===== src/rtl/hc191_updown_if.sv =====
`default_nettype none
// +----------------------------------------------------------------------+
// | hc191_updown_if                                                       |
// | Control/data bundle for one presettable up/down counter stage.       |
// | Rev 1.0 - initial release                                             |
// +----------------------------------------------------------------------+
interface hc191_updown_if #(
   parameter int WIDTH = 4
);
   logic             CEP;
   logic             CET;
   logic             UD;
   logic             PE;
   logic [0:WIDTH-1] D;
   logic [0:WIDTH-1] Q;
   logic             TC;
   logic             RC;

   modport master (
      output CEP, CET, UD, PE, D,
      input  Q, TC, RC
   );

   modport slave (
      input  CEP, CET, UD, PE, D,
      output Q, TC, RC
   );
endinterface
`default_nettype wire


===== src/rtl/hc191_updown.sv =====
`default_nettype none
// +----------------------------------------------------------------------+
// | hc191_updown                                                          |
// | Presettable synchronous binary up/down counter with cascade TC and    |
// | registered wrap pulse RC.                                             |
// | Rev 1.0 - initial release                                             |
// +----------------------------------------------------------------------+
module hc191_updown #(
   parameter int WIDTH = 4
) (
   input  wire logic      CP,
   input  wire logic      MR,
   hc191_updown_if.slave  bus
);
   localparam logic [0:WIDTH-1] c_ONE  = WIDTH'(1);
   localparam logic [0:WIDTH-1] c_ZERO = '0;
   localparam logic [0:WIDTH-1] c_ONES = '1;

   logic [0:WIDTH-1] r_q;
   logic             r_rc;
   logic [0:WIDTH-1] w_terminal;
   logic             w_at_term;
   logic             w_count;

   // Terminal value follows the direction currently selected.
   assign w_terminal = bus.UD ? c_ZERO : c_ONES;
   assign w_at_term  = (r_q == w_terminal);
   assign w_count    = bus.CEP & bus.CET;

   always_ff @(posedge CP or negedge MR) begin
      if (!MR) begin
         r_q  <= c_ZERO;
         r_rc <= 1'b0;
      end else if (!bus.PE) begin
         r_q  <= bus.D;
         r_rc <= 1'b0;
      end else if (w_count) begin
         r_q  <= bus.UD ? (r_q - c_ONE) : (r_q + c_ONE);
         // A count step taken from the terminal value is exactly a wrap.
         r_rc <= w_at_term;
      end else begin
         r_rc <= 1'b0;
      end
   end

   assign bus.Q  = r_q;
   assign bus.TC = bus.CET & w_at_term;
   assign bus.RC = r_rc;
endmodule
`default_nettype wire


===== src/flat_wrapper.sv =====
// flat-port wrapper written by rule: the top's interface ports become plain ports
module hc191_updown_flat 
#(
   parameter int WIDTH = 4
)
  (CP, MR, bus_CEP, bus_CET, bus_UD, bus_PE, bus_D, bus_Q, bus_TC, bus_RC);
  hc191_updown_if #(.WIDTH(WIDTH)) bus_i ();
  input  wire logic CP;
  input  wire logic MR;
  input wire logic [$bits(bus_i.CEP)-1:0] bus_CEP;
  input wire logic [$bits(bus_i.CET)-1:0] bus_CET;
  input wire logic [$bits(bus_i.UD)-1:0] bus_UD;
  input wire logic [$bits(bus_i.PE)-1:0] bus_PE;
  input wire logic [$bits(bus_i.D)-1:0] bus_D;
  output wire logic [$bits(bus_i.Q)-1:0] bus_Q;
  output wire logic [$bits(bus_i.TC)-1:0] bus_TC;
  output wire logic [$bits(bus_i.RC)-1:0] bus_RC;
  assign bus_i.CEP = bus_CEP;
  assign bus_i.CET = bus_CET;
  assign bus_i.UD = bus_UD;
  assign bus_i.PE = bus_PE;
  assign bus_i.D = bus_D;
  assign bus_Q = bus_i.Q;
  assign bus_TC = bus_i.TC;
  assign bus_RC = bus_i.RC;
  hc191_updown #(.WIDTH(WIDTH)) u_core (.CP(CP), .MR(MR), .bus(bus_i));
endmodule

===== config.mk =====
export PLATFORM = sky130hd
export DESIGN_NAME = hc191_updown_flat
export DESIGN_NICKNAME = d
export VERILOG_FILES = /design/src/rtl/hc191_updown_if.sv /design/src/rtl/hc191_updown.sv /design/src/flat_wrapper.sv
export SDC_FILE = /design/constraint.sdc
export NUM_CORES = 1
export LEC_CHECK = 0
export CAP_MARGIN = 25
export CORE_AREA = 10 10 47 49
export CTS_BUF_LIST = sky130_fd_sc_hd__clkbuf_8
export DETAILED_ROUTE_END_ITERATION = 8
export DIE_AREA = 0 0 57 59
export GPL_ROUTABILITY_DRIVEN = 0
export HOLD_SLACK_MARGIN = 0.05
export PLACE_DENSITY = 0.59
export SYNTH_ARGS = -nofsm -noshare
export SYNTH_HDL_FRONTEND = slang
export SYNTH_SLANG_ARGS = --single-unit
export TNS_END_PERCENT = 100

===== constraint.sdc =====
create_clock -name CP -period 1.2 [get_ports CP]
set_input_delay 0.24 -clock CP [delete_from_list [all_inputs] [get_ports CP]]
set_output_delay 0.24 -clock CP [all_outputs]
set_load 0.05 [all_outputs]

; ---- Yosys cells after proc, flatten, opt, wreduce, memory -nomap -nowiden
; Cells that the tools add are included.
[totals]
reg_bits = 5
inputBits = 10
wordCells = 14
[classes]
n_addsub = 2
n_eq_ne = 2
mux = 6
bitwise = 2
[op_table]
columns = cell, count
row1 = 2-to-1 mux 4 bit, 4
row2 = adder 4 x 1 -> 4 bit (second input constant), 1
row3 = equality test 4 bit, 1
row4 = subtractor 4 x 1 -> 4 bit (second input constant), 1
row5 = AND 1 bit, 2
row6 = 2-to-1 mux 1 bit, 2
row7 = != test 2 x 1 -> 1 bit (second input constant), 1

; ---- Depth between registers and ports, before layout
[logic_depth]
depth_word = 4
depth_mapped = 6

; ---- Worst setup path after synthesis
; OpenSTA, ideal clock, no wires.
[synth_timing]
path_type = register to register
startpoint = register u_core.r_q (netlist bit u_core.bus.Q[1])
endpoint = register u_core.r_rc, in the netlist u_core.bus.RC
setup_time_ns = 0.068
t_arrival_ns = 1.771
setup_slack_ns = -0.640
stages_incl_launch_ff = 5
path_buffers = 0
cell_sequence = dfrtp_1 ha_1 nand3_1 a21oi_2 and3_1
[synth_via]
elab_chain_len = 3
[synth_lines]
columns = element, line_no
row1 = "start, declared", hc191_updown.sv:19  ; logic [0:WIDTH-1] r_q;
row2 = "start signal, assigned", hc191_updown.sv:32  ; r_q <= c_ZERO;
row3 = "start signal, assigned", hc191_updown.sv:35  ; r_q <= bus.D;
row4 = "start signal, assigned", hc191_updown.sv:38  ; r_q <= bus.UD ? (r_q - c_ONE) : (r_q + c_ONE);
row5 = equality test 4 bit, hc191_updown.sv:27  ; assign w_at_term = (r_q == w_terminal);
row6 = 2-to-1 mux 1 bit, hc191_updown.sv:37  ; end else if (w_count) begin
row7 = 2-to-1 mux 1 bit, hc191_updown.sv:34  ; end else if (!bus.PE) begin
row8 = "end signal, assigned", hc191_updown.sv:40  ; r_rc <= w_at_term;
row9 = "end, declared", hc191_updown.sv:20  ; logic r_rc;
; Every way passes these cells.
; A chain may end at the register's enable or synchronous reset.

; ---- Final worst setup path
[layout_timing]
startpoint = register u_core.r_q (netlist bit u_core.bus.Q[0])
endpoint = output port bus_TC
[layout_via]
elab_chain_len = 2
[layout_lines]
columns = element, line_no
row1 = equality test 4 bit, hc191_updown.sv:27
row2 = AND 1 bit, hc191_updown.sv:47  ; assign bus.TC = bus.CET & w_at_term;
row3 = "end, declared", flat_wrapper.sv:16  ; output wire logic [$bits(bus_i.TC)-1:0] bus_TC;
; Every way passes these cells.

==> metrics.md <==
| Metric | Value |
|---|---|
| Slew Limit Fails | 0 |
| Post-synthesis sequential area ratio | 0.350 |
| Final Hold Fails | 0 |
| Iter 0 DRT Violations | 1 |
| Layout Skew | between 1.5 and 2 ps |
| Final wirelength | ~1300 µm |
| Die footprint | roughly 3400 µm² |
| Root buf cell | clkbuf_8 |
| Remaining Overflow, GRT | 0 |
| DP HPWL | 982 µm |
| Largest net degree at the start of global routing | 8 |
| FF-to-FF Start | u_core.bus.Q[3]$_DFFE_PN0P_ |
| Seq. cell area | approximately 130 µm² |
| # DRC | 0 |
| Die Ht | approximately 59 µm |
| Reg2Reg Setup Slack | -240 ps |
| Worst EP arrival | roughly 1300 ps |
| Most used DFF post-synth | dfrtp_1 |
| Cell Pwr Density | 1160 nW/µm² |
| Drt pass-1 iters | 4 |
| VDD IR-drop max | ~1.1 mV |
| Final non-filler cell total | a little over 90 |
| Synth area leaders | dfrtp_1 (35%), a21oi_1 (8.4%), ha_1 (7.0%), fa_1 (5.6%), nand3_1 (5.6%) |
| Slew @ Worst Pin | approximately 340 ps |
| Clk sink count | 5 |
| Initial antenna violation count | 0 |
| Routed Antenna Nets | 0 |
| Share of the synthesized area in the top cell type | 0.350 |
| Site Rows | 14 |
| CP Capture Type | primary output |
| Leakage | between 0.3 and 0.4 nW |
| # Max-Cap Violations | 0 |
| # fillers | 120 |
| P&R area growth vs syn | 145% |
| Design area | around 900 µm² |
| Peak Freq | about 0.64 GHz |
| Post-DR wirelength/cell | 13.6 µm |
| Port bufs | 15 |
| Number of flops mapped to enable cells by yosys | 0 |
| Number of synthesized register bits | 5 |
| Diode count | 0 |
| Cells after Synth | 43 |
| Worst setup endpoint | bus_TC |
| Ports | 16 |
| Setup slack after layout | -356 ps |
| Synth unique cells | 22 |
| Final setup viols | 7 |
| Syn nets | 56 |
| Slowest CP cell | dfrtp_2 |
| Slew HR | 0.772 |
| Post-DP Area | roughly 710 µm² |
| CTS tree | yes |
| Worst EP required | 960 ps |
| Crit start category | flip-flop |
| Worst setup path start | u_core.bus.Q[0]$_DFFE_PN0P_ |
| Core ar. | approximately 1400 µm² |
| Clock buffer count from CTS | 3 |
| Crit path max fanout | 2 |
| Total power | about 1 mW |
| Status | complete, but fails checks |
| RSZ-0062 raised after global routing | yes |
| CP cell instances | or3_4 > a21oi_4 > buf_12 |
| Clock slew at reported path FFs | ~40 ps |
| Max Buffers Root-to-Sink | 2 |
| Clock period minus worst slack | around 1600 ps |
| Cell Area, Synth | 358 µm² |
| Share of the clock period used by the worst path | 1.30 |
| Clk Latency, worst-skew pair | 210 ps |
| Share of layout cells above drive strength 1 | 0.610 |
| Worst path max stage delay | between 300 and 400 ps |
| Area of the multi-input gates | around 310 µm² |
| Pre-CTS setup slack | -557 ps |
| Hold_ws | between 200 and 250 ps |
| DR vias | about 420 |
| Synth Warn # | 0 |
| Worst setup path category | flip-flop to primary output |
| CTS HTree Levels | 1 |
| Avg Inst Size Synth | approximately 8.3 µm² |
| Worst Hold Class | input port to async pin |
| Initial Util | 0.255 |
| Nets | between 90 and 100 |
| Total track usage | 0.0789 |
| Failing checks | negative setup slack |
| Leading area contributor after synthesis | dfrtp_1 |
| Async SR Flop Fraction | 1.00 |
| Via density per instance | ~4.5 |
| First-pass GRT wire length | 2110 µm |
| Reg-to-Reg End | u_core.bus.Q[2]$_DFFE_PN0P_ |
| Dpl cells | between 80 and 90 |
| Worst-case reg-to-reg path depth | 7 |
| Vias in the first global route | roughly 460 |
| Die width | roughly 57 µm |
==> worst max-delay path, delay by kind of cell (launching register included) <==
kind	cells	cell delay [ps]
simple gates	1	390
buf+inv	1	150
flops	1	390
compound gates	1	170
==> state kept, by name (all words and copies together) (netlist names) <==
| register | count |
|---|---|
| u_core.bus.RC | 1 |
| u_core.bus.Q | 4 |
==> synth_stat cells (2+ instances only) <==
library cell  n
a21oi_1       6
dfrtp_1       5
nor2_1        5
nand3_1       4
nand2_1       3
and3_2        2
ha_1          2
inv_1         2
==> through the flow <==
step	setup TNS, ps	utilization
CTS	-1100	0.579
detailed placement	-2660	0.506
floorplan	-1240	-
global route	-1460	0.627
global placement	-2630	0.506
finish	-1150	0.627
==> repair_timing <==
action                                  in CTS  in global routing
hold buffers                                 0                  0
endpoints found under the setup margin       6                  7
gates resized for setup                      9                 13
pin swaps                                    8                  9
setup buffers                                4                  4
==> cells in the final DEF (no fill, tap or decap), types with 2 or more instances in the layout <==
| master | count |
|---|---|
| buf_6 | 7 |
| and3_2 | 2 |
| nand3_1 | 2 |
| clkbuf_8 | 3 |
| a21oi_4 | 2 |
| inv_4 | 2 |
| ha_4 | 2 |
| nand2_2 | 2 |
| dfrtp_2 | 4 |
| clkdlybuf4s50_1 | 8 |
| nor2_1 | 5 |
| a21oi_1 | 5 |
| buf_12 | 6 |
| buf_4 | 9 |
==> worst min path at each step <==
stage	start	endpoint	slack, ps	cells past startpoint
final	MR	u_core.bus.RC$_DFF_PN0_	250	1
after global routing	MR	u_core.bus.RC$_DFF_PN0_	260	1
after detailed placement	MR	u_core.bus.RC$_DFF_PN0_	480	1
after CTS	MR	u_core.bus.RC$_DFF_PN0_	250	1
after floorplan	MR	u_core.bus.Q[0]$_DFFE_PN0P_	-60	0
after global placement	MR	u_core.bus.RC$_DFF_PN0_	470	1
==> layout make-up <==
cell class              count  area share
well taps                  16      0.0228
multi-input cells          34       0.355
repair buffers             31       0.405
flip-flops and latches      5       0.148
clock buffers               3      0.0470
inverters                   3      0.0185
clock inverters             1     0.00427
==> power by group <==
group | switching, mW | internal, mW
clock | 0.0726 | 0.218
combinational | 0.237 | 0.280
sequential | 0.0169 | 0.192
==> layer usage <==
metal | routed length (µm) | vias up | GRT usage
met2 | 643 | 9 | 0.122
met5 | 0 | - | 0
met3 | 46 | 2 | 0.0258
li1 | - | 220 | -
met1 | 560 | 187 | 0.0945
met4 | 14 | 0 | 0.0403
==> logic make-up (layout without fill, tap and decap cells) <==
logic type / count (synthesis) / after routing / share of synthesized area
AO/OA/AOI/OAI: 10 / 10 / 0.161
AND/OR/NAND/NOR: 19 / 19 / 0.273
XOR/XNOR: 2 / 2 / 0.0490
flip-flops: 5 / 5 / 0.350
buffers and inverters: 4 / 38 / 0.0419
adder cells (fa/ha/maj): 3 / 3 / 0.126
No activity file was read; power rests on OpenSTA's default activity.
